File: src/rtl/main_ram_arbiter.sv
// Round-robin arbiter and cycle sequencer for the asynchronous main RAM.
// One grant runs SETUP -> STROBE -> DONE, and every RAM pin comes straight from a flop.
module main_ram_arbiter #(
    parameter int unsigned ADDR_W = 20,
    parameter int unsigned DATA_W = 8
) (
    input  logic              clk,
    input  logic              reset,
    input  logic              a_req,
    input  logic              a_we,
    input  logic [ADDR_W-1:0] a_addr,
    input  logic [DATA_W-1:0] a_wdata,
    output logic              a_ack,
    input  logic              b_req,
    input  logic              b_we,
    input  logic [ADDR_W-1:0] b_addr,
    input  logic [DATA_W-1:0] b_wdata,
    output logic              b_ack,
    output logic [DATA_W-1:0] rdata,
    output logic              busy,
    output logic              ram_cs_n,
    output logic              ram_oe_n,
    output logic              ram_w_n,
    output logic [ADDR_W-1:0] ram_addr,
    output logic [DATA_W-1:0] ram_wdata,
    input  logic [DATA_W-1:0] ram_rdata
);

    typedef enum logic [1:0] {IDLE, SETUP, STROBE, DONE} state_e;
    typedef enum logic {PORT_A, PORT_B} port_e;

    state_e            state_q, state_d;
    port_e             last_q, last_d;
    logic              op_we_q, op_we_d;
    logic [ADDR_W-1:0] addr_q, addr_d;
    logic [DATA_W-1:0] wdata_q, wdata_d;
    logic [DATA_W-1:0] rdata_q, rdata_d;
    logic              cs_n_q, cs_n_d;
    logic              oe_n_q, oe_n_d;
    logic              w_n_q, w_n_d;
    logic              a_ack_q, a_ack_d;
    logic              b_ack_q, b_ack_d;
    logic              grant_b;

    always_comb begin
        state_d = state_q;
        last_d  = last_q;
        op_we_d = op_we_q;
        addr_d  = addr_q;
        wdata_d = wdata_q;
        rdata_d = rdata_q;
        grant_b = b_req && (!a_req || (last_q == PORT_A));

        case (state_q)
            IDLE: begin
                if (a_req || b_req) begin
                    state_d = SETUP;
                    last_d  = grant_b ? PORT_B : PORT_A;
                    op_we_d = grant_b ? b_we : a_we;
                    addr_d  = grant_b ? b_addr : a_addr;
                    wdata_d = grant_b ? b_wdata : a_wdata;
                end
            end
            SETUP:  state_d = STROBE;
            STROBE: begin
                state_d = DONE;
                if (!op_we_q) rdata_d = ram_rdata;
            end
            DONE:    state_d = IDLE;
            default: state_d = IDLE;
        endcase

        // Strobes are decoded from the next state so each pin is a plain flop output.
        cs_n_d  = (state_d == IDLE);
        oe_n_d  = !(((state_d == SETUP) || (state_d == STROBE)) && !op_we_d);
        w_n_d   = !((state_d == STROBE) && op_we_d);
        a_ack_d = (state_d == DONE) && (last_d == PORT_A);
        b_ack_d = (state_d == DONE) && (last_d == PORT_B);
    end

    always_ff @(posedge clk) begin
        if (reset) begin
            state_q <= IDLE;
            last_q  <= PORT_B;
            op_we_q <= 1'b0;
            addr_q  <= '0;
            wdata_q <= '0;
            rdata_q <= '0;
            cs_n_q  <= 1'b1;
            oe_n_q  <= 1'b1;
            w_n_q   <= 1'b1;
            a_ack_q <= 1'b0;
            b_ack_q <= 1'b0;
        end else begin
            state_q <= state_d;
            last_q  <= last_d;
            op_we_q <= op_we_d;
            addr_q  <= addr_d;
            wdata_q <= wdata_d;
            rdata_q <= rdata_d;
            cs_n_q  <= cs_n_d;
            oe_n_q  <= oe_n_d;
            w_n_q   <= w_n_d;
            a_ack_q <= a_ack_d;
            b_ack_q <= b_ack_d;
        end
    end

    assign a_ack     = a_ack_q;
    assign b_ack     = b_ack_q;
    assign rdata     = rdata_q;
    assign busy      = (state_q != IDLE);
    assign ram_cs_n  = cs_n_q;
    assign ram_oe_n  = oe_n_q;
    assign ram_w_n   = w_n_q;
    assign ram_addr  = addr_q;
    assign ram_wdata = wdata_q;

endmodule

File: config.mk
export PLATFORM = sky130hd
export DESIGN_NAME = main_ram_arbiter
export DESIGN_NICKNAME = d
export VERILOG_FILES = /design/src/rtl/main_ram_arbiter.sv
export SDC_FILE = /design/constraint.sdc
export NUM_CORES = 1
export LEC_CHECK = 0
export BUFFER_PORTS_ARGS = -buffer_cell sky130_fd_sc_hd__buf_4
export CORE_ASPECT_RATIO = 0.9
export CORE_MARGIN = 5
export CORE_UTILIZATION = 43
export DETAILED_ROUTE_END_ITERATION = 12
export PLACE_DENSITY = 0.77
export SYNTH_ARGS = -nofsm -noshare
export SYNTH_HDL_FRONTEND = slang
export SYNTH_SLANG_ARGS = --single-unit
File: constraint.sdc
create_clock -name clk -period 2.7 [get_ports clk]
set_clock_uncertainty 0.2 [all_clocks]
set_input_delay 0.27 -clock clk [delete_from_list [all_inputs] [get_ports clk]]
set_output_delay 0.27 -clock clk [all_outputs]
set_load 0.01 [all_outputs]
==> run metrics, run 1 <==
Post-synth EDFFs=0; hold_buf cts=0; proportion of layout cells with a drive suffix above 1=0.388; post-synthesis instance area=1930 sq um; final critical-path setup slack=0.615 ns; CTS root buffer=sky130_fd_sc_hd__clkbuf_8; Die Height=73.5 um; reported max-cap violation count=0; Required @ worst endpoint=2.65 ns; core utilization of the finished layout=0.654; Compound-Gate Fraction of Synth Area=0.263; Core ar.=4400 sq um; worst-path maximum fanout=4; transition time at the pin with the least slew margin=1.22 ns; Worst EP arrival=2.03 ns; R2R depth=7; Hold Vio Cnt, Final=0; total power=2.86 mW; Pre-antenna DRT Iters=4; outcome=complete, no violations; largest incremental delay on the critical path=0.42 ns; die outline area=5930 sq um; first-pass GRT wire length=8550 um; initial antenna violation count=0; via count of the first global-routing pass=1,928; clock net sink count=45; Fmax=480 MHz; CP Cell Sequence=inv_1 > ha_1 > or4b_1 > o21ai_0 > ha_1 > nor4b_1 > a41oi_1; leakage power figure=1.37 nW; total grt overflow=0; fraction of the mapped netlist area in simple logic gates=0.115; main combinational cell family by area after synthesis=compound AO/OA/AOI/OAI gates; hold path start=ram_rdata[0]; Yosys reg bits=45; number of buffers inserted to repair setup after CTS=0; die extent in x=80.6 um; library cell contributing the largest single delay on the critical path=sky130_fd_sc_hd__or4b_1; final worst path period need=2.08 ns; hold slack=0.00959 ns; detailed-route DRC error count=0; placer's final routability congestion estimate=0.744; number of DRC violations after detailed-routing iteration 0=139; worst voltage drop across the vdd grid=0.555 mV; end of the worst register-to-register path=ram_oe_n; r2r setup slk=0.62 ns; Placement Setup Slack=0.684 ns; number of H-tree levels=2; antenna diode count=0; total negative slack=0 ns; total routing usage reported by global routing=0.184; count of nets after finishing=405; gate family responsible for the most delay along the worst path=simple AND/OR/NAND/NOR gates; post-synthesis average cell area=8.57 sq um; largest net degree at the start of global routing=29; initial cell density of the core=0.438; Crit Path Category=flop to flop; count of different cell masters after synthesis=27; sequential-to-total area share from yosys stat=0.467; cells after synthesis=225; number of primary I/O pins=112; Num CTS Buffers=5; Layout Area Growth over Synthesis=49.2%; number of gates resized after CTS=0; power density of the placed cells=994 nW/um^2; buffers added on ports=111; Reg clk slew, reported paths=0.08 ns; adder-cell area share of the yosys netlist=0.0389; estimated wirelength of the detail-placed design=4000 um; Critical Path End Type=flop; clock tree from TritonCTS=built; Ys Warns=0; final slew viol count=0; average via count per standard cell=5.13; Placement Rows=23; WL/cell=14.3 um; Max Root-Sink Buffers=2; Worst Hold Endpoint=rdata[0]; Post-Syn Nets=301; count of cells along the worst hold path=3; path type of the worst min-delay path=input port to flop; prevailing post-synth register cell=sky130_fd_sc_hd__dfxtp_1; startpoint types=flop; proportion of synthesized area in mux cells=0.0415; Crit path top cell by count=sky130_fd_sc_hd__ha_1; number of setup violations in the final report=0; RSZ-0062 raised after global routing=no; XOR/XNOR share of the synthesized area=0; DRT antenna net count=0; clock latency on the worst-skew pair=0.29 ns; max-slew headroom at the worst pin=0.187; portion of the clock cycle consumed by the worst path in the final layout=0.772; buffering stage count on the worst path with inverters included=1; worst r2r src=state_q[0]; routed via count=2,011; wire length after detailed routing=5620 um; post-synthesis async set-or-reset flop share=0
==> sequential cells by signal (all words and copies together), names as in the netlist <==
| name | flops |
|---|---|
| ram_addr | 20 |
| ram_wdata | 8 |
| rdata | 8 |
| state_q | 2 |
| a_ack | 1 |
| b_ack | 1 |
| last_q | 1 |
| op_we_q | 1 |
| ram_cs_n | 1 |
| ram_oe_n | 1 |
| ram_w_n | 1 |
==> metrics by stage <==
step	instance area [sq um]	std cells
2_1_floorplan	1930	225
3_3_place_gp	2750	384
3_5_place_dp	2750	384
4_1_cts	2880	392
5_1_grt	2880	392
6_report	2880	392
==> layout by cell type, fill, tap and decap left out, types with 2 or more instances in the layout <==
| cell type | count |
|---|---|
| sky130_fd_sc_hd__a21oi_1 | 52 |
| sky130_fd_sc_hd__mux2i_1 | 8 |
| sky130_fd_sc_hd__or2_2 | 2 |
| sky130_fd_sc_hd__inv_1 | 7 |
| sky130_fd_sc_hd__buf_4 | 114 |
| sky130_fd_sc_hd__ha_1 | 6 |
| sky130_fd_sc_hd__clkbuf_8 | 5 |
| sky130_fd_sc_hd__nand2_1 | 28 |
| sky130_fd_sc_hd__nor2_1 | 16 |
| sky130_fd_sc_hd__o21ai_0 | 24 |
| sky130_fd_sc_hd__dfxtp_1 | 45 |
| sky130_fd_sc_hd__nor2b_1 | 2 |
| sky130_fd_sc_hd__bufinv_16 | 2 |
| sky130_fd_sc_hd__a211oi_1 | 6 |
==> cells in the mapped netlist, drive strengths merged, types with 2 or more instances <==
cell type  number  area, sq um
ha              6         75.1
nand2          28          105
nor2b           2         12.5
clkbuf          6         22.5
buf            11         95.1
dfxtp          45          901
nor2           16         60.1
a21oi          52          260
o21ai          25          129
mux2i           8         80.1
inv             7         26.3
a211oi          6         45.0
or2             2         12.5
==> cells by family (layout without fill, tap and decap cells) <==
logic type      after synthesis  in the layout
mux                           8              8
fa+ha+maj                     6              6
flops                        45             45
simple gates                 52             52
buf+inv                      24            129
compound gates               90             90
==> worst max-delay path by stage <==
| stage | start | to | slack (ns) | cells after the start |
|---|---|---|---|---|
| finish | state_q[0] | ram_oe_n | 0.62 | 7 |
| global route | state_q[0] | ram_wdata[0] | 0.47 | 6 |
| CTS | state_q[0] | ram_oe_n | 0.66 | 7 |
| detailed placement | a_req | ram_wdata[4] | 0.68 | 4 |
| global placement | state_q[0] | ram_oe_n | 0.73 | 7 |
| floorplan | state_q[0] | ram_oe_n | 0.80 | 7 |
==> power breakdown <==
part,switching (mW),internal (mW)
clock network,0.226,0.368
logic,0.676,0.594
registers,0.113,0.885
total,1.02,1.85
==> metal layers <==
layer / part of all wire / GRT usage / vias to the layer above
met5: 0 / 0 / -
met4: 0.0077 / 0.0507 / 0
met3: 0.13 / 0.0870 / 7
met2: 0.46 / 0.309 / 100
met1: 0.40 / 0.212 / 924
li1: - / - / 980
==> worst register-to-register path, delay by kind of cell (launching register included) <==
family	cells	cell delay (ns)
and+or+nand+nor	2	0.69
adders and majority gates	2	0.38
DFF	1	0.33
AOI/OAI and AO/OA	2	0.21
buffers and inverters	1	0.13
==> area by class of cell <==
class | count | area, sq um
fill | 387 | 1520
timing repair buffer | 114 | 856
inverter | 7 | 26.3
clock buffer | 5 | 68.8
sequential | 45 | 901
tap | 62 | 77.6
clock inverter | 3 | 65.1
multi-input combinational | 156 | 885
No activity file was read; power rests on OpenSTA's default activity.
==> inputs of run 2 (changes only) <==
--- a/config.mk
+++ b/config.mk
@@ -5,12 +5,13 @@
 export SDC_FILE = /design/constraint.sdc
 export NUM_CORES = 1
 export LEC_CHECK = 0
+export ABC_AREA = 1
 export BUFFER_PORTS_ARGS = -buffer_cell sky130_fd_sc_hd__buf_4
 export CORE_ASPECT_RATIO = 0.9
 export CORE_MARGIN = 5
-export CORE_UTILIZATION = 43
+export CORE_UTILIZATION = 40
 export DETAILED_ROUTE_END_ITERATION = 12
-export PLACE_DENSITY = 0.77
+export PLACE_DENSITY = 0.73
 export SYNTH_ARGS = -nofsm -noshare
 export SYNTH_HDL_FRONTEND = slang
 export SYNTH_SLANG_ARGS = --single-unit
==> constraint.sdc (replaced) <==
create_clock -name clk -period 1.8 [get_ports clk]
set_clock_uncertainty 0.2 [all_clocks]
set_input_delay 0.18 -clock clk [delete_from_list [all_inputs] [get_ports clk]]
set_output_delay 0.18 -clock clk [all_outputs]
set_load 0.01 [all_outputs]
==> run 2 against run 1 <==
Net effect: setup slack worse by 0.44 ns; non-clock buffer count increased by 35; first-iteration DRC count is 42% lower; critical path type unchanged; utilization increased by 0.25 points; cell count grew 35%; synthesized area increased by 9.1%; clock power shrank 0.8%; critical endpoint is now ram_cs_n; flip-flop and latch count is the same; synthesized cell count is 43% higher.
==> run metrics, run 2 <==
sequential power share=0.360 (+0.011); DRT antenna net count=0 (unchanged); met2 routing resource usage after global routing=0.326 (+0.0176); commonest non-fill, non-tap cells in the layout=sky130_fd_sc_hd__buf_4 (112), sky130_fd_sc_hd__nor2_1 (106), sky130_fd_sc_hd__nand2_1 (62); R2R depth=6 (-1); switching component of the power=1.60 mW (+58%); Max Root-Sink Buffers=2 (unchanged); transition time at the pin with the least slew margin=0.346 ns (-0.873 ns); Fmax=614 MHz (+28%); total grt overflow=0 (unchanged); hold slack=0.00222 ns (-0.00737 ns); reported max-cap violation count=0 (unchanged); library cell with the highest instance count after synthesis=sky130_fd_sc_hd__nor2_1; clock net sink count=45 (unchanged); post-synthesis average cell area=6.56 sq um (-23%); Die Height=78.8 um (+7.2%); standard cell area after detailed placement=2990 sq um (+8.8%); Placement Rows=25 (+8.7%); r2r setup slk=0.17 ns (-0.44 ns); Crit Path Category=flop to flop; final slew viol count=0 (unchanged); first-pass GRT wire length=10,200 um (+19%); Core ar.=5190 sq um (+18%); wire length after detailed routing=6010 um (+6.9%); fill cell total of the finished layout=482 (+25%); Required @ worst endpoint=1.78 ns (-0.87 ns); Critical Path End Type=flop; clock tree from TritonCTS=built; post-synthesis instance area=2110 sq um (+9.1%); most common cell after layout, fill and taps aside=sky130_fd_sc_hd__buf_4; cells after synthesis=321 (+43%); CTS root buffer=sky130_fd_sc_hd__clkbuf_8; number of DRC violations after detailed-routing iteration 0=81 (-42%); number of setup violations in the final report=0 (unchanged); Layout Area Growth over Synthesis=61.9%; worst-path maximum fanout=3 (-1); average via count per standard cell=4.43 (-14%); count of nets after finishing=537 (+33%); worst r2r src=state_q[1]; met3 Use GR=0.0508 (-0.0362); combinational share of power=0.501 (+0.057); count of different cell masters after synthesis=17 (-37%); Non-Filler Cell Area, Final=3410 sq um (+18%); via count of the first global-routing pass=2,359 (+22%); XOR/XNOR share of the synthesized area=0 (unchanged); outcome=complete, no violations; WL/cell=11.4 um (-21%); routed via count=2,344 (+17%); RSZ-0062 raised after global routing=no; proportion of layout cells with a drive suffix above 1=0.271 (-0.117); Compound-Gate Fraction of Synth Area=0.0951 (-0.168); initial antenna violation count=0 (unchanged); final worst path period need=1.63 ns (-0.457 ns); busiest layer in global routing=met2; max-slew headroom at the worst pin=0.769 (+0.582); Post-synth EDFFs=0 (unchanged); portion of the clock cycle consumed by the worst path in the final layout=0.904 (+0.132); Reg clk slew, reported paths=0.08 ns (about the same); antenna diode count=0 (unchanged); largest net degree at the start of global routing=46 (+59%); estimated wirelength of the detail-placed design=4050 um (+1.3%); hold path start=a_wdata[6]; Int Power=2.63 mW (+43%); GR Util met1=0.207 (-0.00472); total negative slack=0 ns (unchanged); buffers added on ports=111 (unchanged); leakage power figure=1.82 nW (+33%); Pre-antenna DRT Iters=4 (unchanged); die extent in x=86.5 um (+7.3%); count of cells along the worst hold path=5 (+2); largest cells by area after synthesis=sky130_fd_sc_hd__dfxtp_1 (43%), sky130_fd_sc_hd__nor2_1 (19%), sky130_fd_sc_hd__nand2_1 (11%); post-synthesis async set-or-reset flop share=0 (unchanged); Post-Syn Nets=397 (+32%); main combinational cell family by area after synthesis=simple AND/OR/NAND/NOR gates; sequential-to-total area share from yosys stat=0.428 (-0.0391); detailed-route DRC error count=0 (unchanged); adder-cell area share of the yosys netlist=0.0357 (-0.00326); initial cell density of the core=0.406 (-0.0327); proportion of synthesized area in mux cells=0 (-0.0415); Num CTS Buffers=5 (unchanged); die outline area=6820 sq um (+15%); total routing usage reported by global routing=0.184 (-0.000205); Ys Warns=0 (unchanged); multi-input logic area=963 sq um (+8.9%); number of H-tree levels=2 (unchanged); worst voltage drop across the vdd grid=0.700 mV (+26%); clock network fraction of design power=0.139 (-0.069); number of primary I/O pins=112 (unchanged); number of buffers inserted to repair setup after CTS=0 (unchanged); number of flip-flops in the largest register=20 (unchanged); fraction of the mapped netlist area in simple logic gates=0.322 (+0.207); Critical path origin=state_q[1]; path type of the worst min-delay path=input port to flop; switching share of power=0.378 (+0.0238); Synth area leader=sky130_fd_sc_hd__dfxtp_1; startpoint types=flop; prevailing post-synth register cell=sky130_fd_sc_hd__dfxtp_1; Yosys reg bits=45 (unchanged); FF/Latch Area=901 sq um (unchanged); Worst EP arrival=1.61 ns (-0.42 ns); Hold Vio Cnt, Final=0 (unchanged); placer's final routability congestion estimate=0.784 (+5.3%); power density of the placed cells=1240 nW/um^2 (+25%); clock latency on the worst-skew pair=0.29 ns (about the same); synth cell count leaders=sky130_fd_sc_hd__nor2_1 (106), sky130_fd_sc_hd__nand2_1 (64), sky130_fd_sc_hd__dfxtp_1 (45); proportion of netlist area held by the largest area contributor=0.428 (-0.0391)
## run 2: worst paths after layout
| check | to |
|---|---|
| hold / removal | ram_wdata[6] |
| setup / recovery | ram_cs_n |
| hold reg to reg | rdata[5] |
| setup reg to reg | ram_cs_n |
## run 2: critical path, stage by stage (launching register included)
cell	delay (ns)
sky130_fd_sc_hd__dfxtp_1	0.37
sky130_fd_sc_hd__inv_1	0.09
sky130_fd_sc_hd__ha_1	0.20
sky130_fd_sc_hd__nand3_1	0.07
sky130_fd_sc_hd__o21ai_0	0.11
sky130_fd_sc_hd__ha_1	0.21
sky130_fd_sc_hd__or2_2	0.27
## run 2: routing by layer
metal  part of all wire  up-vias
met5                  0        -
met4              0.022        0
met3              0.079       15
met2               0.48       75
met1               0.41     1014
li1                   -     1240
## run 2: cells by family (layout without fill, tap and decap cells)
logic type	after synthesis	count (layout)
AOI/OAI and AO/OA	40	40
adders and majority gates	6	6
buffers and inverters	53	194
DFF	45	45
and+or+nand+nor	177	177
## run 2: stage by stage
stage	setup slack [ns]	instances	power (mW)	utilization
after floorplan	0.237	321	2.72	-
after global placement	0.236	487	3.55	0.575
final	0.172	529	4.24	0.656
after detailed placement	0.185	487	3.60	0.575
after CTS	0.172	529	4.27	0.656
after global routing	0.00863	529	4.63	0.656
## run 2: timing repair
action	in CTS	in global routing
resized for setup	0	1
hold buffers	34	0
setup endpoints to repair	0	2
hold endpoints to repair	38	0
## run 2: layout make-up
type | instances | share of cell area
Inverter | 37 | 0.0407
Tap cell | 67 | 0.0246
Clock buffer | 8 | 0.0235
Multi-Input combinational cell | 223 | 0.283
Sequential cell | 45 | 0.264
Timing Repair Buffer | 149 | 0.364
## run 2: power by group through the flow
stage	Combinational [mW]	Clock (mW)	Sequential (mW)
floorplan	1.05	0	1.67
global placement	2.01	0	1.53
detailed placement	2.07	0	1.54
CTS	2.13	0.620	1.52
global route	2.42	0.650	1.57
finish	2.12	0.589	1.53
==> inputs of run 3 (changes only) <==
--- a/config.mk
+++ b/config.mk
@@ -11,7 +11,8 @@
 export CORE_MARGIN = 5
 export CORE_UTILIZATION = 40
 export DETAILED_ROUTE_END_ITERATION = 12
-export PLACE_DENSITY = 0.73
+export PLACE_DENSITY = 0.82
+export REMOVE_ABC_BUFFERS = 1
 export SYNTH_ARGS = -nofsm -noshare
 export SYNTH_HDL_FRONTEND = slang
 export SYNTH_SLANG_ARGS = --single-unit
==> run 3 against run 2 <==
Net effect: via count down 0.21%; sequential power about the same; clock power up 51%; combinational power about the same; utilization up 0.89 points; flip-flop and latch count unchanged; total power up 6.7%; clock-buffer cell count down 3; sequential share of layout area down 0.35 points; fmax down 0.25%; critical path depth down 2.
==> run metrics, run 3 (synthesized netlist as in run 2, its figures left out) <==
initial antenna violation count=0 (unchanged); transition time at the pin with the least slew margin=0.341 ns (-0.00527 ns); Core ar.=5190 sq um (unchanged); proportion of layout cells with a drive suffix above 1=0.276 (+0.00590); number of primary I/O pins=112 (unchanged); DRT antenna net count=0 (unchanged); clock network fraction of design power=0.197 (+0.058); Die Height=78.8 um (unchanged); via count of the first global-routing pass=2,263 (-4.1%); estimated wirelength of the detail-placed design=4050 um (-0.10%); WL/cell=11.4 um (+0.44%); wire length the detailed router placed on met1=2310 um (-6.9%); reported max-cap violation count=0 (unchanged); power density of the placed cells=1310 nW/um^2 (+5.3%); top layer used by detailed routing=met4; Critical Path End Type=output port; Reg clk slew, reported paths=0.08 ns (about the same); standard cell area after detailed placement=2980 sq um (-0.17%); clock net sink count=45 (unchanged); outcome=complete, no violations; antenna diode count=0 (unchanged); total grt overflow=0 (unchanged); die outline area=6820 sq um (unchanged); RSZ-0062 raised after global routing=no; number of setup violations in the final report=0 (unchanged); switching component of the power=1.61 mW (+0.65%); switching share of power=0.357 (-0.0215); commonest non-fill, non-tap cells in the layout=sky130_fd_sc_hd__buf_4 (114), sky130_fd_sc_hd__nor2_1 (106), sky130_fd_sc_hd__nand2_1 (63); Worst EP arrival=1.25 ns (-0.36 ns); wire length after detailed routing=6050 um (+0.63%); CP Cell Sequence=inv_1 > ha_1 > inv_1 > buf_4; Hold Vio Cnt, Final=0 (unchanged); leakage power figure=1.85 nW (+1.5%); largest incremental delay on the critical path=0.34 ns (-0.03 ns); largest net degree at the start of global routing=40 (-13%); CTS root buffer=sky130_fd_sc_hd__clkbuf_8; Pre-antenna DRT Iters=4 (unchanged); Layout Area Growth over Synthesis=64.1%; Max Root-Sink Buffers=2 (unchanged); Required @ worst endpoint=1.42 ns (-0.36 ns); clock latency on the worst-skew pair=0.29 ns (about the same); gate family responsible for the most delay along the worst path=buffers and inverters; Non-Filler Cell Area, Final=3450 sq um (+1.4%); Int Power=2.91 mW (+10%); Crit Path Category=flop to output port; routed via count=2,339 (-0.21%); buffers added on ports=111 (unchanged); Placement Rows=25 (unchanged); number of DRC violations after detailed-routing iteration 0=47 (-42%); total routing usage reported by global routing=0.182 (-0.00255); number of H-tree levels=2 (unchanged); met2 wire len=3090 um (+6.0%); first-pass GRT wire length=9960 um (-2.4%); detailed-route DRC error count=0 (unchanged); Crit path top cell by count=sky130_fd_sc_hd__inv_1; path type of the worst min-delay path=input port to flop; worst voltage drop across the vdd grid=0.676 mV (-3.4%); final slew viol count=0 (unchanged); library cell contributing the largest single delay on the critical path=sky130_fd_sc_hd__dfxtp_1; clock tree from TritonCTS=built; combinational share of power=0.467 (-0.034); sequential power share=0.336 (-0.024); most common cell after layout, fill and taps aside=sky130_fd_sc_hd__buf_4; portion of the clock cycle consumed by the worst path in the final layout=0.907 (+0.00224); final worst path period need=1.63 ns (+0.00403 ns); average via count per standard cell=4.41 (-0.40%); placer's final routability congestion estimate=0.746 (-4.8%); fill cell total of the finished layout=459 (-4.8%); die extent in x=86.5 um (unchanged); Fmax=613 MHz (-0.25%); initial cell density of the core=0.406 (unchanged); max-slew headroom at the worst pin=0.773 (+0.00351); buffering stage count on the worst path with inverters included=3 (+2); startpoint types=flop; worst-path maximum fanout=5 (+2); count of nets after finishing=538 (+0.19%); Num CTS Buffers=5 (unchanged); number of flip-flops in the largest register=20 (unchanged); total power=4.52 mW (+6.7%); detailed-routed wire length on met3=505 um (+6.1%)
-- run 3: cell types whose count changed in the layout (fill, tap and decap cells not counted) --
cell and delta:
sky130_fd_sc_hd__clkbuf_1 -3, sky130_fd_sc_hd__nand2_1 +1, sky130_fd_sc_hd__bufinv_16 +2, sky130_fd_sc_hd__o21ai_1 +1, sky130_fd_sc_hd__buf_4 +2, sky130_fd_sc_hd__clkinv_2 +1, sky130_fd_sc_hd__buf_12 -1, sky130_fd_sc_hd__o21ai_0 -1
sky130_fd_sc_hd__nand2_2 -1
-- run 3: worst register-to-register path: stages (launching register included) --
cell and delay [ns]:
sky130_fd_sc_hd__dfxtp_1 0.34, sky130_fd_sc_hd__inv_1 0.10, sky130_fd_sc_hd__ha_1 0.23, sky130_fd_sc_hd__nand3_1 0.08
sky130_fd_sc_hd__o21ai_1 0.09, sky130_fd_sc_hd__ha_1 0.22, sky130_fd_sc_hd__or2_2 0.26
-- run 3: layer usage --
layer  track usage  vias to the layer above
li1              -                     1242
met1         0.193                     1003
met4        0.0639                        0
met3        0.0560                       14
met2         0.336                       80
met5             0                        -
-- run 3: path summary, 6_finish.rpt --
check                           cells after the start  slack (ns)          end        from
worst max-delay path                                4        0.17         busy  state_q[0]
worst min-delay path                                5       0.003  ram_addr[3]   a_addr[3]
worst max register to register                      6        0.17     ram_cs_n  state_q[0]
worst min register to register                      2        0.29     rdata[0]    rdata[0]
-- run 3: final cells by class --
cell class	count	area, sq um	area share
Sequential cell	45	901	0.261
Inverter	37	139	0.0402
Multi-Input combinational cell	223	961	0.278
Clock buffer	5	68.8	0.0199
Clock inverter	3	65.1	0.0188
Tap cell	67	83.8	0.0243
Timing Repair Buffer	150	1240	0.358
-- run 3: metrics by stage --
stage	TNS, ns	hold slack, ns	setup slack, ns	instances	utilization
2_1_floorplan	-15.10	0.0524	-0.580	305	-
3_3_place_gp	0	0.188	0.226	488	0.574
3_5_place_dp	0	0.197	0.131	488	0.574
4_1_cts	0	0.000885	0.112	530	0.665
5_1_grt	0	0.00117	0.0577	530	0.665
6_report	0	0.00340	0.168	530	0.665
-- run 3: power groups by stage --
stage | clock network [mW] | logic, mW | registers, mW
2_1_floorplan | 0 | 0.915 | 1.67
3_3_place_gp | 0 | 2.00 | 1.53
3_5_place_dp | 0 | 2.06 | 1.53
4_1_cts | 0.915 | 2.13 | 1.52
5_1_grt | 0.969 | 2.36 | 1.56
6_report | 0.892 | 2.11 | 1.52
-- run 3: repair_timing --
action,in CTS,in global routing
endpoints found under the hold margin,38,0
endpoints found under the setup margin,0,1
setup buffers,0,0
gates resized for setup,0,1
hold buffers,34,0
